### src/rtl/sdram_arb_pkg.sv
// Shared types for the two-requester SDRAM arbiter: FSM states, requester ID
// and requester count.
package sdram_arb_pkg;

  localparam int NUM_REQ = 2;

  localparam logic [0:0] ST_ARB  = 1'b0;
  localparam logic [0:0] ST_BUSY = 1'b1;

  typedef enum logic [0:0] {
    ARB  = ST_ARB,
    BUSY = ST_BUSY
  } arb_state_t;

  typedef logic [0:0] req_id_t;

endpackage

### src/rtl/sdram_arb_tag_fifo.sv
// Tag FIFO remembering which requester issued each outstanding pipelined read,
// so returning read beats are routed back in issue order.
module sdram_arb_tag_fifo
  import sdram_arb_pkg::*;
#(
  parameter int DEPTH = 4
)(
  input  logic    clk,
  input  logic    rst_n,
  input  logic    push,
  input  req_id_t push_tag,
  input  logic    pop,
  output req_id_t head_tag,
  output logic    full,
  output logic    empty
);

  localparam int AW = (DEPTH > 1) ? $clog2(DEPTH) : 1;

  req_id_t        mem [DEPTH];
  logic  [AW:0]   wr_ptr;
  logic  [AW:0]   rd_ptr;
  logic           do_push;
  logic           do_pop;

  // Pointers carry one extra wrap bit so full and empty are distinguishable.
  assign empty    = (wr_ptr == rd_ptr);
  assign full     = (wr_ptr[AW] != rd_ptr[AW]) &&
                    (wr_ptr[AW-1:0] == rd_ptr[AW-1:0]);
  assign do_push  = push && !full;
  assign do_pop   = pop && !empty;
  assign head_tag = mem[rd_ptr[AW-1:0]];

  always_ff @(posedge clk or negedge rst_n) begin
    if (!rst_n) begin
      wr_ptr <= '0;
      rd_ptr <= '0;
      for (int i = 0; i < DEPTH; i++) begin
        mem[i] <= '0;
      end
    end else begin
      if (do_push) begin
        mem[wr_ptr[AW-1:0]] <= push_tag;
        wr_ptr              <= wr_ptr + 1'b1;
      end
      if (do_pop) begin
        rd_ptr <= rd_ptr + 1'b1;
      end
    end
  end

endmodule

### src/rtl/sdram_arbiter.sv
// Two-requester Avalon-MM arbiter in front of the SDRAM controller port.
// Define SDRAM_ARB_RR_EN for round-robin tie-breaking; otherwise requester 0 has fixed priority.
module sdram_arbiter
  import sdram_arb_pkg::*;
#(
  parameter int ADDR_W   = 25,
  parameter int DATA_W   = 16,
  parameter int MAX_PEND = 4,
  parameter int BE_W     = DATA_W / 8
)(
  input  logic              clk_50,
  input  logic              reset_n,

  input  logic [ADDR_W-1:0] s0_address,
  input  logic              s0_read,
  input  logic              s0_write,
  input  logic [DATA_W-1:0] s0_writedata,
  input  logic [BE_W-1:0]   s0_byteenable,
  output logic              s0_waitrequest,
  output logic [DATA_W-1:0] s0_readdata,
  output logic              s0_readdatavalid,

  input  logic [ADDR_W-1:0] s1_address,
  input  logic              s1_read,
  input  logic              s1_write,
  input  logic [DATA_W-1:0] s1_writedata,
  input  logic [BE_W-1:0]   s1_byteenable,
  output logic              s1_waitrequest,
  output logic [DATA_W-1:0] s1_readdata,
  output logic              s1_readdatavalid,

  output logic [ADDR_W-1:0] m_address,
  output logic              m_read,
  output logic              m_write,
  output logic [DATA_W-1:0] m_writedata,
  output logic [BE_W-1:0]   m_byteenable,
  input  logic              m_waitrequest,
  input  logic [DATA_W-1:0] m_readdata,
  input  logic              m_readdatavalid,

  output logic              err
);

  arb_state_t        state;
  req_id_t           grant;
  req_id_t           winner;
  req_id_t           head_tag;
  logic              fifo_full;
  logic              fifo_empty;
  logic              elig0;
  logic              elig1;
  logic              busy;
  logic              accept;
  logic              push;
  logic              sel_read;
  logic              sel_write;
  logic [ADDR_W-1:0] sel_address;
  logic [DATA_W-1:0] sel_writedata;
  logic [BE_W-1:0]   sel_byteenable;
  logic              rdv_q;
  req_id_t           rtag_q;
  logic [DATA_W-1:0] rdata_q;

  // A read may only win while the tag FIFO can still record its owner.
  assign elig0 = s0_write || (s0_read && !fifo_full);
  assign elig1 = s1_write || (s1_read && !fifo_full);

`ifdef SDRAM_ARB_RR_EN
  req_id_t rr_ptr;

  always_comb begin
    winner = 1'b0;
    if (elig0 && elig1) begin
      winner = rr_ptr;
    end else if (elig1) begin
      winner = 1'b1;
    end
  end

  always_ff @(posedge clk_50 or negedge reset_n) begin
    if (!reset_n) begin
      rr_ptr <= '0;
    end else if (accept) begin
      rr_ptr <= ~grant;
    end
  end
`else
  assign winner = elig0 ? 1'b0 : 1'b1;
`endif

  assign busy           = (state == BUSY);
  assign sel_read       = grant[0] ? s1_read       : s0_read;
  assign sel_write      = grant[0] ? s1_write      : s0_write;
  assign sel_address    = grant[0] ? s1_address    : s0_address;
  assign sel_writedata  = grant[0] ? s1_writedata  : s0_writedata;
  assign sel_byteenable = grant[0] ? s1_byteenable : s0_byteenable;

  assign m_read       = busy && sel_read;
  assign m_write      = busy && sel_write;
  assign m_address    = busy ? sel_address    : '0;
  assign m_writedata  = busy ? sel_writedata  : '0;
  assign m_byteenable = busy ? sel_byteenable : '0;

  assign accept = busy && (sel_read || sel_write) && !m_waitrequest;
  assign push   = accept && sel_read;

  assign s0_waitrequest = !(busy && (grant == 1'b0) && !m_waitrequest);
  assign s1_waitrequest = !(busy && (grant == 1'b1) && !m_waitrequest);

  always_ff @(posedge clk_50 or negedge reset_n) begin
    if (!reset_n) begin
      state <= ARB;
      grant <= '0;
    end else begin
      case (state)
        ARB: begin
          if (elig0 || elig1) begin
            grant <= winner;
            state <= BUSY;
          end
        end
        BUSY: begin
          if (accept || !(sel_read || sel_write)) begin
            state <= ARB;
          end
        end
        default: state <= ARB;
      endcase
    end
  end

  sdram_arb_tag_fifo #(
    .DEPTH    (MAX_PEND)
  ) u_tag_fifo (
    .clk      (clk_50),
    .rst_n    (reset_n),
    .push     (push),
    .push_tag (grant),
    .pop      (m_readdatavalid),
    .head_tag (head_tag),
    .full     (fifo_full),
    .empty    (fifo_empty)
  );

  // A beat arriving with nothing outstanding is dropped and flagged until reset.
  always_ff @(posedge clk_50 or negedge reset_n) begin
    if (!reset_n) begin
      rdv_q   <= 1'b0;
      rtag_q  <= '0;
      rdata_q <= '0;
      err     <= 1'b0;
    end else begin
      rdv_q <= m_readdatavalid && !fifo_empty;
      if (m_readdatavalid && !fifo_empty) begin
        rtag_q  <= head_tag;
        rdata_q <= m_readdata;
      end
      if (m_readdatavalid && fifo_empty) begin
        err <= 1'b1;
      end
    end
  end

  assign s0_readdatavalid = rdv_q && (rtag_q == 1'b0);
  assign s1_readdatavalid = rdv_q && (rtag_q == 1'b1);
  assign s0_readdata      = rdata_q;
  assign s1_readdata      = rdata_q;

endmodule

### config.mk
export PLATFORM = sky130hd
export DESIGN_NAME = sdram_arbiter
export DESIGN_NICKNAME = d
export VERILOG_FILES = /design/src/rtl/sdram_arb_pkg.sv /design/src/rtl/sdram_arb_tag_fifo.sv /design/src/rtl/sdram_arbiter.sv
export SDC_FILE = /design/constraint.sdc
export NUM_CORES = 1
export LEC_CHECK = 0
export ABC_AREA = 0
export CORE_UTILIZATION = 32
export DETAILED_ROUTE_END_ITERATION = 10
export GPL_ROUTABILITY_DRIVEN = 0
export PLACE_DENSITY = 0.93
export SKIP_LAST_GASP = 1
export SYNTH_ARGS = -nofsm -noshare
export SYNTH_HDL_FRONTEND = slang
export SYNTH_SLANG_ARGS = --single-unit
export TNS_END_PERCENT = 1
### constraint.sdc
create_clock -name clk_50 -period 2.34 [get_ports clk_50]
set_clock_uncertainty 0.15 [all_clocks]
set_input_delay 0.234 -clock clk_50 [delete_from_list [all_inputs] [get_ports clk_50]]
set_output_delay 0.234 -clock clk_50 [all_outputs]
set_load 0.005 [all_outputs]
# Yosys cells after proc, flatten, opt, wreduce, memory -nomap -nowiden
# Cells that the tools add are included.
[classes]
n_div = 0
n_eq_ne = 3
mul = 0
magnitude_cmp = 3
add_sub_neg = 2
bitwise_logic = 5
mux = 18
n_reduce_logical = 30
shifts = 0
[ops]
columns = ["operator", "n"]
rows = [
  ["25-bit 2-to-1 mux", 2],
  ["16-bit 2-to-1 mux", 2],
  ["1-bit logical AND", 18],
  ["1-bit 2-to-1 mux", 8],
  ["3-bit by 1-bit adder with 3-bit output, second input constant", 2],
  ["3-bit greater-or-equal comparator, second input constant", 2],
  ["1-bit logical NOT", 6],
  ["2-bit inverter with 3-bit output", 2],
  ["1-bit logical OR", 5],
  ["4-bit bitwise mux", 1],
  ["2-bit 2-to-1 mux", 2],
  ["3-bit == test", 1],
  ["3-bit by 1-bit less-than comparator with 1-bit output, second input constant", 1],
  ["1-bit inverter", 3],
  ["1-bit binary-select mux with 2-bit select", 1],
  ["1-bit demux with 2-bit select", 1],
  ["2-bit == test", 1],
  ["1-bit case mux with 2 select lines", 1],
  ["2-bit AND reduction", 1],
  ["1-bit inequality test", 1],
]
[word_totals]
ram_bits = 0
latchBits = 0
input_bits = 110
n_memories = 0
out_inout_bits = 82
register_bits = 31
word_cells = 73
rom_bits = 0

# Longest topological paths before layout
[logic_depth]
ltp_word = 8
mapped_depth = 5
mapped_depth_nobuf = 4

# By module
# A second synthesis with hierarchy kept.
[hier_totals]
hier_cells = 232
area_unflattened_um2 = 2401.1
[by_module_without_submodules]
columns = ["mod", "cells_per_inst", "seq_area_each_um2", "instances", "area_each_um2"]
rows = [
  ["sdram_arbiter", 177, 525.5, 1, 1780.5],
  ["sdram_arb_tag_fifo", 55, 250.2, 1, 620.6],
]

# Worst setup path after synthesis
# OpenSTA, ideal clock, no wires.
[synth_timing]
kind = "register to register"
startpoint = "reg u_tag_fifo.rd_ptr[0]"
endpoint = "reg u_tag_fifo.mem[0] (netlist bit)"
path_stages_with_launch = 5
synth_period_minus_slack_ns = 1.815
n_path_buf = 0
path_slack_ns = 0.525
required_ns = 2.062
setup_time_ns = 0.128
arrival_time_ns = 1.537
path_cell_list = "dfrtp_1 -> xnor2_1 -> a311oi_4 -> and2_4 -> mux2_1"
[synth_between]
elab_chain_cells = 4
[synth_rtl]
columns = ["element", "line_no", "text"]
rows = [
  ["from (decl)", "sdram_arb_tag_fifo.sv:22", "logic [AW:0] rd_ptr;"],
  ["from (signal assigned)", "sdram_arb_tag_fifo.sv:47", "rd_ptr <= rd_ptr + 1'b1;"],
  ["2-bit == test", "sdram_arb_tag_fifo.sv:29", "(wr_ptr[AW-1:0] == rd_ptr[AW-1:0]);"],
  ["1-bit logical AND", "sdram_arb_tag_fifo.sv:28", "assign full = (wr_ptr[AW] != rd_ptr[AW]) &&"],
  ["1-bit logical NOT", "sdram_arb_tag_fifo.sv:30", "assign do_push = push && !full;"],
  ["1-bit logical AND", "sdram_arb_tag_fifo.sv:30", ""],
  ["to (signal, indexed assignment)", "sdram_arb_tag_fifo.sv:43", "mem[wr_ptr[AW-1:0]] <= push_tag;"],
  ["to (decl)", "sdram_arb_tag_fifo.sv:20", "req_id_t mem [DEPTH];"],
]
# No other way between the ends.
# A chain may end at the register's enable or synchronous reset.

# Worst setup path in the final report
[layout_timing]
startpoint = "reg grant"
endpoint = "out m_address[7]"
[layout_between]
elab_chain_cells = 2
[layout_rtl]
columns = ["element", "line_no", "text"]
rows = [
  ["from (decl)", "sdram_arbiter.sv:45", "req_id_t grant;"],
  ["from (signal assigned)", "sdram_arbiter.sv:118", "grant <= winner;"],
  ["25-bit 2-to-1 mux", "sdram_arbiter.sv:94", "assign sel_address = grant[0] ? s1_address : s0_address;"],
  ["25-bit 2-to-1 mux", "sdram_arbiter.sv:100", "assign m_address = busy ? sel_address : '0;"],
  ["to (decl)", "sdram_arbiter.sv:32", "output logic [ADDR_W-1:0] m_address,"],
]
# No other way between the ends.

==> reports/qor.tcl <==
set qor(timing.critical_path.to) {m_address[7]}
set qor(cts.sink_count) 31
set qor(route.antenna.remaining_nets) 0
set qor(initial_utilization_pct) 34.0
set qor(hold_slack_ps) 196
set qor(grtUsageMet1_pct) 19.0
set qor(rows) 29
set qor(tritoncts) {done}
set qor(place.detailed.hpwl_mm) 5.69
set qor(worstSetupEndpointType) {primary output}
set qor(postSynth.asyncResetShare_pct) 100
set qor(die-area_um2) 7240
set qor(grt.met2_usage_pct) 35.5
set qor(crit_start) {grant$_DFFE_PN0P_}
set qor(total_power_mw) 4.62
set qor(holdBufCountCts) 0
set qor(worst_slew_pin_slew_ps) 542
set qor(floorplan.core_area_um2) 6490
set qor(critPathArrivalTime_ps) 1810
set qor(grt_antenna_before_repair) 0
set qor(dr_total_vias) 2227
set qor(max_clock_freq_ghz) 0.456
set qor(routed_wl_mm) 6.86
set qor(worst_setup_hold_path_clk_slew_ps) 70
set qor(final_net_count) 513
set qor(antenna_cells) 0
set qor(min_period_over_period_pct) 93.8
set qor(port_buffers) 191
set qor(critical_path.max_stage_delay_ps) 450
set qor(regToRegStartpoint) {u_tag_fifo.wr_ptr[0]$_DFFE_PN0P_}
set qor(crit_family) {buffers and inverters}
set qor(netlist_top_cells_area) {dfrtp_1 35%, mux2i_1 20%, mux2_2 9.2%, nor2_1 8.0%, buf_4 6.1%}
set qor(grt_max_degree) 50
set qor(synth_edf_count) 0
set qor(post_synth_num_cell_types) 33
set qor(grt_usage_pct) 18.3
set qor(nFillCells) 505
set qor(path_depth_of_the_worst_reg2reg_path) 5
set qor(powerDensity_nw_per_um2) 1100
set qor(vias_in_the_first_global_route) 2265
set qor(ys.flop_type) {dfrtp_1}
set qor(grt_setup_unrepaired) {false}
set qor(synth.top_cell.area_share_pct) 35.1
set qor(critPathRequiredTime_ps) 1960
set qor(postSynthNetCount) 336
set qor(worstPathBufferInverterCount) 2
set qor(first_pass_iters) 6
set qor(p_leak_nw) 1.80
set qor(grt_first_pass_wirelength_mm) 10.7
set qor(final.setup.tns_ps) 0
set qor(post_synthesis_register_bit_count) 31
set qor(syn-mean-instance-area_um2) 10.0
set qor(ctsHtreeMaxLevel) 2
set qor(yosys-top-cells-count) {47 x nor2_1, 45 x mux2i_1, 31 x dfrtp_1}
set qor(clock-root-buffer) {clkbuf_8}
set qor(syn-cell-area_um2) 2210
set qor(drc) 0
set qor(syn_inst) 221
set qor(synth_seq_area_share_pct) 35.1
set qor(regToRegEndpoint) {u_tag_fifo.mem[3]$_DFFE_PN0P_}
set qor(wl_per_cell_um) 14.4
set qor(die_height_um) 85.1
set qor(io-pin-count) 192
set qor(final_cells) 476
set qor(irDropWorstVdd_uv) 485
set qor(critical_path_s_slowest_cell) {dfrtp_2}
set qor(fin_area_um2) 4200
set qor(outcome) {completed}
set qor(maxCapViolations) 0
set qor(setup_viol) 0
set qor(globalRouteOverflowTotal) 0
set qor(place.detailed.instances) 468
set qor(cts-buffers-inserted) 5
set qor(final-hold-violation-count) 0
set qor(die_width_um) 85.1
set qor(grt_util_met3_pct) 5.06
set qor(drive_gt1_share_pct) 10.8
set qor(drtIter0Drc) 73
set qor(cp_num_cells) 4
set qor(finalCriticalPeriod_ps) 2200
set qor(timing.setup.critical_path_class) {reg2out}
set qor(critical_path.startpoint_type) {register}
set qor(cts_post_setup_buffers_inserted) 0
set qor(yosysMostFrequentCell) {nor2_1}
set qor(synth_warnings) 0
set qor(cts_buffer_depth) 2
set qor(crit_path_cell_trace) {buf_4 > mux2i_1 > nor2_1 > clkdlybuf4s50_1}
set qor(timing_max_transition_violations_final) 0
set qor(worst_skew_pair.late_latency_ps) 270
set qor(flow.area_growth_from_synthesis_pct) 90.2
set qor(r2r_slack_ps) 430
set qor(hp-class) {in2async}
set qor(vias_per_cell) 4.68
set qor(worstPathMaxFanout) 19
set qor(total_placed_instance_area_um2) 4120
set qor(synth.largest_area_cell) {dfrtp_1}
set qor(grt.busiest_layer) {met2}
set qor(slew-limit-headroom_pct) 63.6
-- sequential cells by signal, indices dropped and copies added, names as in the netlist, 3 cells and up --
| name | count |
|---|---|
| s0_readdata | 16 |
| u_tag_fifo.mem | 4 |
| u_tag_fifo.rd_ptr | 3 |
| u_tag_fifo.wr_ptr | 3 |
-- layer usage --
layer | up-vias | share of wire [%]
met5 | - | 0
met4 | 0 | 2.1
met3 | 16 | 8.2
met2 | 106 | 53
met1 | 1015 | 36
li1 | 1090 | -
-- how the worst min path moves through the flow --
stage / startpoint / end / slack, ps / depth (start not counted)
2_1_floorplan: reset_n / busy$_DFF_PN0_ / -210 / 0
3_3_place_gp: err$_DFFE_PN0P_ / err$_DFFE_PN0P_ / 300 / 1
3_5_place_dp: err$_DFFE_PN0P_ / err$_DFFE_PN0P_ / 340 / 1
4_1_cts: reset_n / s0_readdata[5]$_DFFE_PN0P_ / 210 / 2
5_1_grt: reset_n / s0_readdata[12]$_DFFE_PN0P_ / 220 / 2
6_report: reset_n / s0_readdata[12]$_DFFE_PN0P_ / 200 / 2
-- worst reg2reg max path, delay by kind of cell, from the launching register on --
kind / cells / cell delay (ps)
AOI/OAI and AO/OA: 1 / 160
xor gates and xnor gates: 1 / 490
buffers and inverters: 1 / 190
DFF: 1 / 440
muxes: 1 / 300
and+or+nand+nor: 1 / 80
-- area by class of cell --
cell class / count / area, um^2 / share of cell area, %
flip-flops and latches: 31 / 777 / 18.5
well taps: 77 / 96.3 / 2.29
clock inverters: 3 / 15.0 / 0.357
multi-input cells: 157 / 1240 / 29.6
clock buffers: 5 / 68.8 / 1.64
repair buffers: 199 / 1990 / 47.3
inverters: 4 / 15.0 / 0.357
-- cell usage in the layout (no fill, tap or decap), drive strengths merged, types with 3 or more instances in the layout --
cell type      netlist  layout
clkdlybuf4s50        0     191
nor2                47      47
mux2i               45      45
dfrtp               31      31
mux2                22      22
nand2                8       8
buf                 25       8
xnor2                5       5
ha                   5       5
clkbuf               4       5
inv                  4       4
xor2                 3       3
nand3                3       3
clkinv               0       3
-- where the power goes --
group	switching (mW)	internal (mW)	total, mW
logic	1.17	2.00	3.17
clock network	0.190	0.203	0.393
registers	0.246	0.812	1.06
total	1.61	3.01	4.62
-- stage by stage --
stage	util [%]	worst slack, ps
finish	64.7	145
detailed placement	63.4	276
global placement	63.4	280
floorplan	-	525
CTS	64.7	45.6
global route	64.7	21.5
-- cell families after synthesis --
logic type,count (synthesis),share of synthesized area [%]
multiplexers,68,33.3
AND/OR/NAND/NOR,66,12.6
buffers and inverters,33,8.95
flip-flops,31,35.1
AO/OA/AOI/OAI,10,4.08
XOR/XNOR,8,3.17
adder cells (fa/ha/maj),5,2.83
-- repair_timing --
action / 4_1_cts / 5_1_grt
gates resized for setup: 0 / 1
endpoints found under the setup margin: 0 / 6
endpoints found under the hold margin: 0 / 0
Power figures use the tool's default switching activity.
